$ cat src/rtl/gray_step_sched_if.sv
// gray_step_sched_if
//   Bundles every non-clock signal of the gray-counter burst scheduler.
//   The scheduler connects through the slave modport. The requesters and the
//   gray counter instance connect through the master modport.
//
//   Handshake semantics:
//   - Req[i] acts as "valid". Requester i raises it together with Steps_i and
//     keeps it high until Done[i] pulses.
//   - Gnt[i] is high from the grant edge through the DONE cycle.
//   - Done[i] is the one-cycle completion "ack". The requester may drop Req[i]
//     in the Done cycle. If it keeps Req[i] high after Done, it is
//     re-arbitrated.
//   - Clr_Req and Clr_Done follow the same hold-until-ack rule.
//
//   Signals:
//     Req, Steps0, Steps1, Clr_Req    requester -> scheduler
//     Gnt, Done, Clr_Done             scheduler -> requester
//     Cnt_En, Cnt_Clr                 scheduler -> counter (En, Reset)
//     Cnt_Ovf                         counter -> scheduler (sticky Overflow)
//     Ovf_Owner, Busy                 scheduler status
interface gray_step_sched_if #(
  parameter int STEP_W = 4
);
  logic [1:0]        Req;
  logic [STEP_W-1:0] Steps0;
  logic [STEP_W-1:0] Steps1;
  logic              Clr_Req;
  logic [1:0]        Gnt;
  logic [1:0]        Done;
  logic              Clr_Done;
  logic              Cnt_En;
  logic              Cnt_Clr;
  logic              Cnt_Ovf;
  logic [1:0]        Ovf_Owner;
  logic              Busy;

  modport master (
    output Req, Steps0, Steps1, Clr_Req, Cnt_Ovf,
    input  Gnt, Done, Clr_Done, Cnt_En, Cnt_Clr, Ovf_Owner, Busy
  );

  modport slave (
    input  Req, Steps0, Steps1, Clr_Req, Cnt_Ovf,
    output Gnt, Done, Clr_Done, Cnt_En, Cnt_Clr, Ovf_Owner, Busy
  );
endinterface

$ cat src/rtl/gray_step_sched.sv
// gray_step_sched
//   Shares one 3-bit gray-code counter between two requesters.
//   - Each requester asks for a burst of Steps count steps.
//   - Grants are round-robin. The requester that was not served last wins a
//     tie.
//   - For a granted burst the scheduler drives the counter En for exactly
//     Steps cycles, then pulses Done for that requester.
//   - Counter clears are sequenced here and take priority over new bursts.
//   - The requester whose burst first raised the counter's sticky Overflow is
//     recorded in Ovf_Owner.
//
//   Ports:
//     Clk        clock, all state updates on posedge
//     Reset_n    asynchronous active-low reset; aborts a burst with no Done
//     bus        gray_step_sched_if.slave (see the interface for the signal
//                list and the handshake rules)
//     Dbg_State  current FSM state: 0 IDLE, 1 RUN, 2 DONE, 3 CLR
module gray_step_sched #(
  parameter int STEP_W = 4
) (
  input  logic                Clk,
  input  logic                Reset_n,
  gray_step_sched_if.slave    bus,
  output logic [1:0]          Dbg_State
);

  typedef enum logic [1:0] {
    IDLE = 2'd0,
    RUN  = 2'd1,
    DONE = 2'd2,
    CLR  = 2'd3
  } state_t;

  localparam logic [STEP_W-1:0] REM_ZERO = '0;
  localparam logic [STEP_W-1:0] REM_ONE  = STEP_W'(1);

  state_t            state_q, state_d;
  logic [1:0]        gnt_q, gnt_d;
  logic [STEP_W-1:0] remain_q, remain_d;
  logic              last_q, last_d;        // index of the last requester served
  logic              ovf_q, ovf_q_d;        // registered copy of Cnt_Ovf
  logic [1:0]        ovf_owner_q, ovf_owner_d;
  logic              pick;                  // index chosen by arbitration
  logic [STEP_W-1:0] steps_sel;

  // State register. Cnt_En is decoded from state_q, so it drops as soon as
  // Reset_n falls.
  always_ff @(posedge Clk or negedge Reset_n) begin
    if (!Reset_n) begin
      state_q     <= IDLE;
      gnt_q       <= 2'b00;
      remain_q    <= REM_ZERO;
      last_q      <= 1'b1;                  // requester 0 wins the first tie
      ovf_q       <= 1'b0;
      ovf_owner_q <= 2'b00;
    end else begin
      state_q     <= state_d;
      gnt_q       <= gnt_d;
      remain_q    <= remain_d;
      last_q      <= last_d;
      ovf_q       <= ovf_q_d;
      ovf_owner_q <= ovf_owner_d;
    end
  end

  // Next-state logic.
  always_comb begin
    state_d     = state_q;
    gnt_d       = gnt_q;
    remain_d    = remain_q;
    last_d      = last_q;
    ovf_q_d     = bus.Cnt_Ovf;
    ovf_owner_d = ovf_owner_q;
    pick        = 1'b0;
    steps_sel   = REM_ZERO;

    // Capture the owner only on the first rise of Overflow inside a burst.
    // A rise seen while idle or clearing leaves the owner at "none".
    if (bus.Cnt_Ovf && !ovf_q && (ovf_owner_q == 2'b00) &&
        ((state_q == RUN) || (state_q == DONE))) begin
      ovf_owner_d = gnt_q;
    end

    case (state_q)
      IDLE: begin
        if (bus.Clr_Req) begin
          state_d = CLR;
        end else if (bus.Req != 2'b00) begin
          // On a tie, the requester other than the last one served wins.
          if (bus.Req == 2'b11) pick = ~last_q;
          else                  pick = bus.Req[1];
          steps_sel = pick ? bus.Steps1 : bus.Steps0;
          gnt_d     = pick ? 2'b10 : 2'b01;
          remain_d  = steps_sel;
          state_d   = (steps_sel != REM_ZERO) ? RUN : DONE;
        end
      end
      RUN: begin
        // Remain is at least 1 on entry to RUN. The guard stops any wrap.
        if (remain_q != REM_ZERO) remain_d = remain_q - REM_ONE;
        if (remain_q <= REM_ONE)  state_d  = DONE;
      end
      DONE: begin
        gnt_d   = 2'b00;
        last_d  = gnt_q[1];
        state_d = IDLE;
      end
      CLR: begin
        ovf_owner_d = 2'b00;
        ovf_q_d     = 1'b0;
        state_d     = IDLE;
      end
      default: state_d = IDLE;
    endcase
  end

  // Output decode.
  always_comb begin
    bus.Gnt       = gnt_q;
    bus.Done      = (state_q == DONE) ? gnt_q : 2'b00;
    bus.Cnt_En    = (state_q == RUN);
    bus.Cnt_Clr   = (state_q == CLR);
    bus.Clr_Done  = (state_q == CLR);
    bus.Ovf_Owner = ovf_owner_q;
    bus.Busy      = (state_q != IDLE);
    Dbg_State     = state_q;
  end

endmodule

$ cat src/flat_wrapper.sv
// flat-port wrapper written by rule: the top's interface ports become plain ports
module gray_step_sched_flat 
#(
  parameter int STEP_W = 4
)
  (Clk, Reset_n, Dbg_State, bus_Req, bus_Steps0, bus_Steps1, bus_Clr_Req, bus_Cnt_Ovf, bus_Gnt, bus_Done, bus_Clr_Done, bus_Cnt_En, bus_Cnt_Clr, bus_Ovf_Owner, bus_Busy);
  gray_step_sched_if #(.STEP_W(STEP_W)) bus_i ();
  input  logic Clk;
  input  logic Reset_n;
  output logic [1:0] Dbg_State;
  input wire logic [$bits(bus_i.Req)-1:0] bus_Req;
  input wire logic [$bits(bus_i.Steps0)-1:0] bus_Steps0;
  input wire logic [$bits(bus_i.Steps1)-1:0] bus_Steps1;
  input wire logic [$bits(bus_i.Clr_Req)-1:0] bus_Clr_Req;
  input wire logic [$bits(bus_i.Cnt_Ovf)-1:0] bus_Cnt_Ovf;
  output wire logic [$bits(bus_i.Gnt)-1:0] bus_Gnt;
  output wire logic [$bits(bus_i.Done)-1:0] bus_Done;
  output wire logic [$bits(bus_i.Clr_Done)-1:0] bus_Clr_Done;
  output wire logic [$bits(bus_i.Cnt_En)-1:0] bus_Cnt_En;
  output wire logic [$bits(bus_i.Cnt_Clr)-1:0] bus_Cnt_Clr;
  output wire logic [$bits(bus_i.Ovf_Owner)-1:0] bus_Ovf_Owner;
  output wire logic [$bits(bus_i.Busy)-1:0] bus_Busy;
  assign bus_i.Req = bus_Req;
  assign bus_i.Steps0 = bus_Steps0;
  assign bus_i.Steps1 = bus_Steps1;
  assign bus_i.Clr_Req = bus_Clr_Req;
  assign bus_i.Cnt_Ovf = bus_Cnt_Ovf;
  assign bus_Gnt = bus_i.Gnt;
  assign bus_Done = bus_i.Done;
  assign bus_Clr_Done = bus_i.Clr_Done;
  assign bus_Cnt_En = bus_i.Cnt_En;
  assign bus_Cnt_Clr = bus_i.Cnt_Clr;
  assign bus_Ovf_Owner = bus_i.Ovf_Owner;
  assign bus_Busy = bus_i.Busy;
  gray_step_sched #(.STEP_W(STEP_W)) u_core (.Clk(Clk), .Reset_n(Reset_n), .bus(bus_i), .Dbg_State(Dbg_State));
endmodule
$ cat config.mk
export PLATFORM = sky130hd
export DESIGN_NAME = gray_step_sched_flat
export DESIGN_NICKNAME = d
export VERILOG_FILES = /design/src/rtl/gray_step_sched_if.sv /design/src/rtl/gray_step_sched.sv /design/src/flat_wrapper.sv
export SDC_FILE = /design/constraint.sdc
export NUM_CORES = 1
export LEC_CHECK = 0
export ABC_AREA = 1
export CORE_MARGIN = 3
export CORE_UTILIZATION = 45
export CTS_CLUSTER_SIZE = 8
export DETAILED_ROUTE_END_ITERATION = 6
export PLACE_DENSITY = 0.82
export SLEW_MARGIN = 20
export SYNTH_ARGS = -nofsm -noshare
export SYNTH_HDL_FRONTEND = slang
export SYNTH_SLANG_ARGS = --single-unit
export TNS_END_PERCENT = 100
$ cat constraint.sdc
create_clock -name Clk -period 1.8 [get_ports Clk]
set_input_delay 0.36 -clock Clk [delete_from_list [all_inputs] [get_ports Clk]]
set_output_delay 0.36 -clock Clk [all_outputs]
set_load 0.01 [all_outputs]
# After elaboration in Yosys (flattened, before gate mapping)

Cells that the tools add are included.

Bits of input ports: 14
Register bits: 12
Logic and storage cells: 58
Memory bits (writable): 0
Memories: 0
Output and inout bits: 12
Bits in latches: 0
Memory bits (read-only): 0

Equal/unequal tests: 9
Reductions and logical operators: 18
Multipliers: 0
Shift operators: 0
Bitwise logic cells: 1
Magnitude comparators: 1
Divide/modulo/power cells: 0
Multiplexer cells: 22
Add/subtract/negate cells: 1

Operator list:

| cell                                                                    | number |
|---|---|
| 2-bit two-way mux                                                       | 10 |
| 4-bit two-way mux                                                       | 4 |
| 2-bit nonzero test                                                      | 5 |
| 4-bit one-hot mux with 2 select lines                                   | 1 |
| 4-bit nonzero test                                                      | 2 |
| 2-bit equality test, second input constant                              | 3 |
| 2-bit by 1-bit inequality test with 1-bit output, second input constant | 3 |
| 2-bit one-hot mux with 3 select lines                                   | 1 |
| 1-bit two-way mux                                                       | 5 |
| 4-bit by 1-bit <= comparator with 1-bit output, second input constant   | 1 |
| 2-bit zero test                                                         | 2 |
| 2-bit one-hot mux with 2 select lines                                   | 1 |
| 4-bit AND reduction                                                     | 1 |
| 4-bit by 1-bit subtractor with 4-bit output, second input constant      | 1 |
| 1-bit logical AND                                                       | 3 |
| 3-bit by 2-bit inequality test with 1-bit output, second input constant | 1 |
| 3-bit AND reduction                                                     | 1 |
| 2-bit by 1-bit equality test with 1-bit output, second input constant   | 1 |
| 2-bit inequality test, second input constant                            | 1 |
| 2-bit AND reduction                                                     | 1 |
| 2-bit OR reduction                                                      | 1 |
| 1-bit zero test                                                         | 1 |
| 1-bit logical OR                                                        | 1 |
| 1-bit NOT                                                               | 1 |

# Logic depth before layout (Yosys ltp)

Depth after elaboration: 11
Gate-level depth with buffers: 9
Depth with buffers taken out: 9

# Worst setup path before layout

No wires, ideal clock.

Path type: register to register
Start point: reg u_core.state_q[1] (netlist: u_core.Dbg_State[1])
End point: reg u_core.remain_q[3]
Slack: 0.295 ns
Library setup time: 0.117 ns
Period minus slack after synthesis: 1.505 ns
Buffers on the path: 0
Required time: 1.683 ns
Data arrival time: 1.388 ns
Cell stages (with the launch flop): 9
Cell sequence: dfrtp_1 > inv_1 > ha_1 > inv_2 > nor2_1 > nor3_4 > inv_2 > nand2_1 > nand2_1

Word-level cells in the longest chain between the ends: 3
Elaborated cells on any way between the ends: 8
Classes of those cells: eq/ne: 4; mux: 1; reduce/logical: 3

Ends and longest elaborated chain:

| what                                                                                                           | line                  | source |
|---|---|---|
| from (decl)                                                                                                    | gray_step_sched.sv:37 | `state_t state_q, state_d;` |
| from (signal assigned)                                                                                         | gray_step_sched.sv:57 | `state_q <= state_d;` |
| 2-bit by 1-bit equality test with 1-bit output (*)                                                             | n/a                   |  |
| named net bus_Cnt_En                                                                                           | flat_wrapper.sv:19    | `output wire logic [$bits(bus_i.Cnt_En)-1:0] bus_Cnt_En;` |
| 2-bit by 1-bit inequality test with 1-bit output (no source line) / 2-bit nonzero test (equally long branches) | n/a                   |  |
| 4-bit AND reduction (no source line)                                                                           | n/a                   |  |
| to (signal assigned)                                                                                           | gray_step_sched.sv:59 | `remain_q <= remain_d;` |
| to (decl)                                                                                                      | gray_step_sched.sv:39 | `logic [STEP_W-1:0] remain_q, remain_d;` |

Mark *: on every way through the listed nets, which the timed path passes. The rest lies on a longest branch.
A chain may end at the register's enable or synchronous reset.

# Worst setup path in the final report

Start point: reg u_core.state_q[1] (netlist: u_core.Dbg_State[1])
End point: out Dbg_State[1]

RTL lines:

| what      | line               | source |
|---|---|---|
| to (decl) | flat_wrapper.sv:10 | `output logic [1:0] Dbg_State;` |

No word-level cell between the ends.

==> impl_summary.txt <==
----------------------------------------------------
[Run status]
  Outcome ... finished, final reports clean

[Power]
  Proportion of power drawn by the clock network ... 0.095
  Total leakage power ... 0.6089 nW
  Internal power of the cells ... 1.043 mW
  Switching pwr ... 0.8817 mW
  Combinational power share ... 0.650
  Total power ... 1.925 mW
  Peak ir drop on the vdd network ... 1022 uV
  Sw Share ... 0.4580
  Power per Cell Area ... 1615 mW/mm2
  Sequential power share ... 0.254

[Timing]
  RSZ-0062 raised after global routing ... yes
  Slew of the pin with the lowest slew margin ... 0.5482 ns
  Setup slack after layout ... 0.06199 ns
  Period Utilization, post-route ... 0.9656
  Clock period minus final worst setup slack ... 1.738 ns
  Timing-limited maximum frequency ... 0.5754 GHz
  Total count of hold-check failures in the final report ... 0
  Post-Route Skew ... 0.01086 ns
  Max Transition Viols Final ... 0
  Final setup violation count ... 0
  Worst slew margin ... 0.6334

[Clocking]
  Maximum level of the CTS H-tree ... 1
  Total CTS buffers ... 3
  Clock-pin slew of the registers on the worst-case setup and hold paths ... 0.08 ns
  Clock latency at the later pin of the worst-skew pair ... 0.29 ns
  Clock root cell ... sky130_fd_sc_hd__clkbuf_4
  Maximum root-to-sink buffer count ... 2
  TritonCTS sink count ... 12
  CTS tree ... done

[Die]
  Total die area ... 0.002420 mm2
  Area of the placeable core ... 0.001629 mm2
  Count of boundary I/O pins ... 26
  Number of cell rows ... 14
  Chip height ... 49.20 um
  Horizontal die dimension ... 49.20 um
  Effective utilization at floorplan ... 0.5154

[Critical path]
  Critical path launch point ... u_core.Dbg_State[1]
  Data arrival at the endpoint of the critical path ... 1.38 ns
  Crit-path max FO ... 4
  Cell with the largest stage delay on the worst path ... sky130_fd_sc_hd__clkdlybuf4s50_1
  Top Family by Delay on Critical Path ... buffers and inverters
  Sort of element at the end of the critical path ... primary output
  Worst stage delay on the critical path ... 0.54 ns
  Critical Path, Cell by Cell ... buf_4, clkdlybuf4s50_1
  Critical Setup Path Class ... reg -> out
  RR Startpoint ... u_core.Dbg_State[0]
  Startpoint types ... flip-flop
  Count of buffering cells on the critical path with inverters included ... 2
  Data required time of the critical path ... 1.44 ns

[Placed design]
  Port buffer count ... 25
  Gpl congestion ... 0.8382
  Setup slack at placement ... 0.05332 ns
  Dpl hpwl ... 1.663 mm
  Total cell area at the placement stage ... 0.001142 mm2

[Routing]
  Routed wl met3 ... 190 um
  Antenna Nets Post-Route ... 0
  Amount of wire on met2 after detailed routing ... 937 um
  Number of DRC markers after the initial detailed-route iteration ... 9
  Average vias per placed instance ... 5.034
  Vias post-DR ... 876
  Router iterations before antenna repair ... 4
  DRC errors left ... 0
  Routed length per placed instance ... 12.70 um
  Uppermost layer routed ... met4
  Overall routed net length ... 2.209 mm
  Met1 routed wirelength after detailed routing ... 994 um

[GRT]
  Maximum number of pins on one net before global-route repair ... 13
  Overflow left after global routing ... 0
  Total routing usage reported by global routing ... 0.2048
  Number of antenna violations at the first check in global routing ... 0
  Vias in the first global route ... 841
  First-pass GRT wire length ... 3.774 mm

[Layout]
  Share of post-route cells with drive strength above 1 ... 0.1733
  Area added between synthesis and finish ... 42.03%
  Antenna Cells ... 0
  Final instance area ... 0.001192 mm2
  Total number of nets in the final design ... 173
  Filler cell count ... 144

[Synth]
  Seq/Total Area, Yosys ... 0.3592
  Avg Synthesized Cell Area ... 7.238 um2
  Post-synthesis instance area ... 839.6 um2
  Net count after synthesis ... 138
  Netlist cell types ... 20
  Synthesis warning total ... 0
  Post-Syn Instances ... 116
  Post-synthesis sequential element count ... 12

[Worst hold path]
  Tightest Hold Check Type ... in -> async

[Run]
  Number of violations of the max-capacitance limit ... 0

----------------------------------------------------
power groups by stage:
stage / sequential, mW / combinational, mW / clock (mW)
floorplan: 0.506 / 0.717 / 0
global placement: 0.484 / 1.16 / 0
detailed placement: 0.491 / 1.19 / 0
CTS: 0.484 / 1.21 / 0.186
global route: 0.507 / 1.41 / 0.201
finish: 0.490 / 1.25 / 0.184
metrics by stage:
stage	utilization	hold slack (ns)	cells	TNS (ns)
4_1_cts	0.7258	0.4392	174	0
5_1_grt	0.7320	0.4495	174	-0.008725
2_1_floorplan	-	0.06441	116	0
3_5_place_dp	0.7012	0.4621	168	0
6_report	0.7320	0.4222	174	0
3_3_place_gp	0.7012	0.4622	168	0
cells in the mapped netlist, drive strengths merged:
cell	instances	area [um2]
nand3	9	45.04
nor2	16	60.06
a21oi	2	13.76
xnor2	1	8.760
buf	1	7.510
nor3	2	21.27
dfrtp	11	275.3
dfstp	1	26.28
inv	15	56.31
nand2	38	147.6
xor2	1	8.760
o21ba	2	20.02
o21ai	9	48.79
ha	8	100.1
cells in the final DEF, fill, tap and decap left out, types with 2 or more instances in the layout:
cell type | Yosys | routed
sky130_fd_sc_hd__nor2_1 | 16 | 16
sky130_fd_sc_hd__inv_2 | 2 | 4
sky130_fd_sc_hd__o21ai_1 | 5 | 5
sky130_fd_sc_hd__nand2_1 | 36 | 36
sky130_fd_sc_hd__o21ai_0 | 3 | 3
sky130_fd_sc_hd__clkbuf_4 | 0 | 3
sky130_fd_sc_hd__o21ba_2 | 2 | 2
sky130_fd_sc_hd__dlygate4sd2_1 | 0 | 5
sky130_fd_sc_hd__ha_1 | 8 | 4
sky130_fd_sc_hd__ha_2 | 0 | 3
sky130_fd_sc_hd__dfrtp_1 | 11 | 11
sky130_fd_sc_hd__inv_1 | 13 | 11
sky130_fd_sc_hd__nand2_2 | 2 | 2
sky130_fd_sc_hd__buf_4 | 1 | 6
sky130_fd_sc_hd__clkdlybuf4s50_1 | 0 | 19
sky130_fd_sc_hd__nand3_1 | 9 | 9
worst paths after layout:
kind / cells after the start / to / slack [ns]
worst max-delay path: 2 / Dbg_State[1] / 0.06
worst min register to register: 2 / u_core.last_q / 0.47
worst min-delay path: 1 / u_core.Dbg_State[1] / 0.42
max in group asynchronous: 1 / u_core.last_q / 1.00
worst max register to register: 8 / u_core.remain_q[0] / 0.24
min in group Clk: 2 / u_core.last_q / 0.47
layout make-up:
| cell class | instances | area (um2) | share of cell area |
|---|---|---|---|
| clock buffers | 4 | 26.28 | 0.02204 |
| multi-input cells | 88 | 494.2 | 0.4145 |
| flip-flops and latches | 12 | 301.5 | 0.2529 |
| inverters | 15 | 56.30 | 0.04722 |
| repair buffers | 31 | 284.0 | 0.2382 |
| well taps | 24 | 30.03 | 0.02518 |
kinds of logic after synthesis:
family                   count (synthesis)  share of synthesized area
XOR/XNOR                                 2                    0.02087
AND/OR/NAND/NOR                         65                     0.3264
AO/OA/AOI/OAI                           13                    0.09835
adder cells (fa/ha/maj)                  8                     0.1192
flip-flops                              12                     0.3592
buffers and inverters                   16                    0.07602
routing by layer:
metal | vias to the layer above | global-route usage
met1 | 396 | 0.2667
met5 | - | 0
met2 | 40 | 0.3013
met4 | 0 | 0.1232
li1 | 431 | -
met3 | 9 | 0.05199
flip-flops by register name, indices dropped and copies added (netlist names):
signal	count
u_core.bus.Ovf_Owner	2
u_core.Dbg_State	2
u_core.bus.Gnt	2
u_core.ovf_q	1
u_core.remain_q	4
u_core.last_q	1
timing repair:
item,4_1_cts,5_1_grt
hold buffers,0,0
pin swaps,0,0
setup endpoints to repair,6,4
setup buffers,2,0
resized for setup,10,6
(Power assumes the default switching activity.)
